--- config.mk ---
export PLATFORM = sky130hd
export DESIGN_NAME = imem_load_arbiter
export DESIGN_NICKNAME = d
export VERILOG_FILES = /design/src/rtl/imem_load_arbiter.sv
export SDC_FILE = /design/constraint.sdc
export NUM_CORES = 1
export LEC_CHECK = 0
export CORE_MARGIN = 2
export CORE_UTILIZATION = 39
export DETAILED_ROUTE_END_ITERATION = 8
export HOLD_SLACK_MARGIN = 0.05
export PLACE_DENSITY = 0.79
export SLEW_MARGIN = 30
export SYNTH_ARGS = -nofsm -noshare
export SYNTH_HDL_FRONTEND = slang
export SYNTH_SLANG_ARGS = --single-unit
export TNS_END_PERCENT = 30
--- constraint.sdc ---
create_clock -name clk -period 3 [get_ports clk]
set_input_delay 0.45 -clock clk [delete_from_list [all_inputs] [get_ports clk]]
set_output_delay 0.45 -clock clk [all_outputs]
set_load 0.03 [all_outputs]
--- src/rtl/imem_load_arbiter.sv ---
// Instruction memory arbiter: the fetch port reads, and each loader word is written as four little-endian byte writes.
// Latency: ld_done pulses 5 cycles after the acceptance edge, and the loader gets 1 word per 6 cycles.
// Backpressure: ld_ready is high only in IDLE, and cpu_stall holds IF/ID during byte writes. IMEM_ARB_STALL_CNT_EN adds stall_cycles.
module imem_load_arbiter #(
  parameter int ADDR_WIDTH = 12,
  parameter int BYTE_SIZE  = 4
) (
  input  logic                  clk,
  input  logic                  reset,
  input  logic                  fetch_req,
  input  logic [ADDR_WIDTH-1:0] fetch_addr,
  output logic [31:0]           fetch_data,
  output logic                  cpu_stall,
  input  logic                  ld_valid,
  input  logic [ADDR_WIDTH-1:0] ld_addr,
  input  logic [31:0]           ld_data,
  output logic                  ld_ready,
  output logic                  ld_done,
  output logic [ADDR_WIDTH-1:0] mem_addr,
  output logic                  mem_we,
  output logic [7:0]            mem_wd,
`ifdef IMEM_ARB_STALL_CNT_EN
  output logic [15:0]           stall_cycles,
`endif
  input  logic [31:0]           mem_rd
);

  typedef enum logic [1:0] {
    ST_IDLE  = 2'd0,
    ST_WRITE = 2'd1,
    ST_GAP   = 2'd2
  } state_e;

  localparam logic [1:0] LAST_BYTE = 2'(BYTE_SIZE - 1);

  state_e                state_q, state_d;
  logic [1:0]            byte_cnt_q, byte_cnt_d;
  logic [ADDR_WIDTH-1:0] base_q, base_d;
  logic [31:0]           data_q, data_d;

  always_ff @(posedge clk or posedge reset) begin
    if (reset) begin
      state_q    <= ST_IDLE;
      byte_cnt_q <= 2'd0;
      base_q     <= '0;
      data_q     <= 32'd0;
    end else begin
      state_q    <= state_d;
      byte_cnt_q <= byte_cnt_d;
      base_q     <= base_d;
      data_q     <= data_d;
    end
  end

  // Fetch data always comes straight from the array. During WRITE, the stall makes it irrelevant.
  assign fetch_data = mem_rd;

  always_comb begin
    state_d    = state_q;
    byte_cnt_d = byte_cnt_q;
    base_d     = base_q;
    data_d     = data_q;
    ld_ready   = 1'b0;
    ld_done    = 1'b0;
    mem_we     = 1'b0;
    mem_wd     = 8'd0;
    mem_addr   = fetch_addr;
    cpu_stall  = 1'b0;

    unique case (state_q)
      ST_IDLE: begin
        // The loader is not accepted while reset is held.
        ld_ready = !reset;
        if (ld_valid && !reset) begin
          base_d     = ld_addr;
          data_d     = ld_data;
          byte_cnt_d = 2'd0;
          state_d    = ST_WRITE;
        end
      end
      ST_WRITE: begin
        mem_we     = 1'b1;
        mem_addr   = base_q + ADDR_WIDTH'(byte_cnt_q);
        mem_wd     = data_q[{byte_cnt_q, 3'b000} +: 8];
        cpu_stall  = fetch_req;
        byte_cnt_d = byte_cnt_q + 2'd1;
        if (byte_cnt_q == LAST_BYTE) begin
          byte_cnt_d = 2'd0;
          state_d    = ST_GAP;
        end
      end
      ST_GAP: begin
        // This cycle guarantees fetch a slot between back-to-back loads.
        ld_done = 1'b1;
        state_d = ST_IDLE;
      end
      default: begin
        state_d = ST_IDLE;
      end
    endcase
  end

`ifdef IMEM_ARB_STALL_CNT_EN
  logic [15:0] stall_cnt_q, stall_cnt_d;

  always_comb begin
    stall_cnt_d = stall_cnt_q;
    if (cpu_stall && (stall_cnt_q != 16'hFFFF)) begin
      stall_cnt_d = stall_cnt_q + 16'd1;
    end
  end

  always_ff @(posedge clk or posedge reset) begin
    if (reset) begin
      stall_cnt_q <= 16'd0;
    end else begin
      stall_cnt_q <= stall_cnt_d;
    end
  end

  assign stall_cycles = stall_cnt_q;
`endif

endmodule

After elaboration in Yosys (flattened, before gate mapping) --
Cells that the tools add are included.
Storage, ports and cells: flip-flop bits (word level) 48, output and inout bits 56, word-level logic and storage cells 31, input port bits 92
Operators by class: shifts and indexed selects 1, muxes and demuxes 12, equal/unequal tests 5, add/sub/neg operators 2, reductions and logical operators 7
Operator list (number):
- 32-bit by 6-bit variable part select with 8-bit output | 1
- 12-bit by 2-bit adder with 12-bit output | 1
- 12-bit 2-to-1 mux | 1
- 2-bit 2-to-1 mux | 4
- 8-bit 2-to-1 mux | 1
- 2-bit one-hot mux with 2 select lines | 2
- 2-bit AND reduction | 3
- 2-bit == test (second input constant) | 2
- 1-bit 2-to-1 mux | 4
- 2-bit inequality test (second input constant) | 2
- 2-bit by 1-bit adder with 2-bit output (second input constant) | 1
- 2-bit by 1-bit == test with 1-bit output (second input constant) | 1
- 2-bit zero test | 1
- 2-bit nonzero test | 1
- 1-bit logical AND | 1
- 1-bit zero test | 1

Logic depth before layout (Yosys ltp) --
depth after elaboration 4, gate-level depth with buffers 6, gate-level depth less buffers 6

Least setup slack after synthesis --
No wires, ideal clock.
kind register to output, start register byte_cnt_q[1], end output mem_addr[8], stages on the path, launching flop included 6, arrival time 2358 ps, path buffers 1, path slack 192 ps, required time 2550 ps, path through dfrtp_1 -> clkbuf_1 -> inv_1 -> fa_1 -> or4_1 -> a31oi_1
Between the ends: word-level cells in the longest chain between the ends 2
RTL lines:
- start: declaration | RTL line 37 | logic [1:0] byte_cnt_q, byte_cnt_d;
- start signal: assignment | RTL line 49 | byte_cnt_q <= byte_cnt_d;
- 12-bit by 2-bit adder with 12-bit output | RTL line 83 | mem_addr = base_q + ADDR_WIDTH'(byte_cnt_q);
- 12-bit 2-to-1 mux | RTL line 70 | unique case (state_q)
- end: declaration | RTL line 19 | output logic [ADDR_WIDTH-1:0] mem_addr,
Every way passes these cells.

Final worst setup path --
start register byte_cnt_q[0], end output mem_addr[10]
The elaborated chain is that of the path after synthesis.

==> reports/qor.yml <==
cp-start-kind: "flop"
drv_slew: 0
clock_skew_ps: 2.658
setup_tns_ps: 0
syn-instance-count: 230
cts_buffers: 5
reg2reg_to: "data_q[27]"
slowest_delay_ps: 540
hold_buffers: 0
maxCapViolations: 0
hp-start: "data_q[21]"
drc: 0
power_density_nw_per_um2: 1065
whs_path_depth: 1
min_to: "data_q[21]"
vdd_ir_drop_max_v: 0.0005260
clock-sinks: 48
critPathCaptureType: "primary output"
die_w_um: 87.54
cp_slowest_cell: "or4_1"
gp_congestion: 0.8125
grt_use_total_pct: 16.97
dp_hpwl_um: 4938
antennaDiodeCount: 0
drt_iter0_markers: 47
rsz0062_at_grt: "false"
slew-limit-headroom_pct: 62.81
synth_top_area_cell: "dfrtp_1"
cts_tree: "built"
p_sw_mw: 1.478
synth.distinct_cells: 32
top_usage_layer: "met2"
r2r-start: "state_q[1]"
synth_top_area_share_pct: 44.14
syn_area_per_cell_um2: 11.83
clockBufferDepth: 2
leakage_nw: 1.401
antenna_found_initial: 0
synth_area_leaders: "dfrtp_1 (44%), mux2_2 (17%), buf_4 (9.1%)"
stdcell_count: 366
fillers: 615
cts.clk_slew.worst_paths_ps: 90
outcome: "complete, no violations"
clkLatencyLatePin_ps: 290
rows: 30
wirelength_um: 6316
overflow: 0
nets: 381
arrival_ps: 2270
setup_viol_count_final: 0
p_comb_share_pct: 55.4
hold_viol_final: 0
drt.antenna.violating_nets: 0
grt_use_met2_pct: 30.92
p_clk_share_pct: 12.4
path_class: "flop to primary output"
synth_area_um2: 2721
cts-resized-gates: 0
yosys_register_bits: 48
clockRootBuffer: "clkbuf_8"
path_max_fanout: 8
vias_per_cell: 5.235
period_needed_ps: 2725
post_cts_buffers: 0
fmax_mhz: 367.0
seq_area_frac_synth_pct: 44.14
syn_nets: 326
io-pin-count: 148
routed-via-count: 1916
r2r_cells: 4
first_pass_iters: 4
cp.required_ps: 2550
worstMarginPinSlew_ps: 557.0
ys_warn_count: 0
hp-class: "flop to flop"
layout-drive-gt1-share_pct: 28.32
dp_cells: 358
grtUsageMet1_pct: 18.13
grt_pass1_wl_um: 9763
start_util_pct: 40.28
ctsHtreeMaxLevel: 2
grt_max_degree: 48
timing.final.crit_share_pct: 90.83
regToRegSetupSlack_ps: 1350
die_h_um: 87.54
seqPwrFrac_pct: 32.2
dieArea_um2: 7662
cp_cell_sequence: "ha_1 -> inv_1 -> fa_1 -> or4_1 -> a31oi_1 -> buf_4"
core_area_um2: 6756
use_met3_pct: 6.692
portBuffers: 83
p_int_mw: 2.250
syn_to_final_growth_pct: 28.64
wire_per_inst_um: 17.26
switching_share_pct: 39.65
grt_pass1_vias: 1971
-- critical path: cells and delay by family (launching register included) --
kind                     cells  cell delay [ps]
flip-flops                   1              370
AO/OA/AOI/OAI                1              180
AND/OR/NAND/NOR              1              540
buffers and inverters        2              230
adder cells (fa/ha/maj)      2              660
-- power groups by stage --
stage          clock [mW]  sequential (mW)  combinational [mW]
2_1_floorplan           0             1.14                1.50
3_3_place_gp            0             1.19                2.07
3_5_place_dp            0             1.22                2.09
4_1_cts             0.479             1.21                2.10
5_1_grt             0.514             1.25                2.24
6_report            0.462             1.20                2.07
-- cells by family (layout without fill, tap and decap cells) --
group | Yosys count | in the layout | synth area share [%]
AND/OR/NAND/NOR | 49 | 49 | 10.67
multiplexers | 49 | 49 | 23.59
XOR/XNOR | 2 | 2 | 0.6438
AO/OA/AOI/OAI | 27 | 27 | 6.069
buffers and inverters | 51 | 107 | 12.78
flip-flops | 48 | 48 | 44.14
adder cells (fa/ha/maj) | 4 | 4 | 2.115
-- per-layer routing --
| metal | routed length, µm | up-vias |
|---|---|---|
| met1 | 2262 | 919 |
| met5 | 0 | - |
| met3 | 652 | 10 |
| met4 | 85 | 0 |
| met2 | 3316 | 98 |
| li1 | - | 889 |
-- cells in the final DEF (no fill, tap or decap), drive strengths merged, types with 2 or more instances in the layout --
cell type / n
nand3: 5
nand2: 9
dfrtp: 48
or3: 5
inv: 7
a21oi: 2
o31ai: 5
mux2: 41
xor2: 2
mux4: 8
or4: 4
clkdlybuf4s50: 74
ha: 3
nand3b: 2
nor2: 7
o21ai: 10
nand4: 2
buf: 18
a31oi: 7
and2: 11
clkbuf: 5
-- flip-flops by register name, indices dropped and copies added, names as in the netlist --
| register | cells |
|---|---|
| data_q | 32 |
| state_q | 2 |
| base_q | 12 |
| byte_cnt_q | 2 |
-- synth_stat cells, drive strengths merged --
| cell | count |
|---|---|
| or4 | 4 |
| mux4 | 8 |
| o21ai | 10 |
| ha | 3 |
| inv | 7 |
| nor4bb | 1 |
| o311ai | 1 |
| o31ai | 5 |
| mux2 | 41 |
| clkbuf | 5 |
| nand4 | 2 |
| buf | 39 |
| xor2 | 2 |
| nor2 | 7 |
| nand2 | 9 |
| a31oi | 7 |
| or3 | 5 |
| nand3 | 5 |
| o211ai | 1 |
| o21bai | 1 |
| dfrtp | 48 |
| nand2b | 1 |
| nor2b | 1 |
| and2 | 11 |
| nand3b | 2 |
| fa | 1 |
| a21oi | 2 |
| nor3 | 1 |
-- how the worst max path moves through the flow --
stage                        startpoint      endpoint  slack (ps)  depth (start not counted)
after CTS                 byte_cnt_q[0]  mem_addr[10]         260                          6
after floorplan           byte_cnt_q[1]   mem_addr[8]         190                          5
after global placement    byte_cnt_q[0]   mem_addr[8]         640                          6
after global routing      byte_cnt_q[0]   mem_addr[1]         140                          5
after detailed placement  byte_cnt_q[0]  mem_addr[10]         600                          6
final                     byte_cnt_q[0]  mem_addr[10]         280                          6
-- layout make-up --
class / instances / area (µm²) / area share (%)
Sequential cell: 48 / 1201 / 34.31
Clock buffer: 5 / 68.82 / 1.966
Tap cell: 80 / 100.1 / 2.859
Clock inverter: 3 / 42.54 / 1.215
Timing Repair Buffer: 92 / 888.4 / 25.38
Inverter: 7 / 26.28 / 0.7505
Multi-Input combinational cell: 131 / 1174 / 33.52
-- through the flow --
stage	util (%)	power, mW	hold WS (ps)	setup slack (ps)	area (µm²)
floorplan	-	2.640	475.2	192.0	2721
global placement	50.17	3.260	485.9	636.8	3390
detailed placement	50.17	3.310	492.9	598.9	3390
CTS	51.81	3.783	514.0	255.6	3501
global route	51.81	4.010	528.0	142.0	3501
finish	51.81	3.728	508.4	275.1	3501
(Power assumes the default switching activity.)
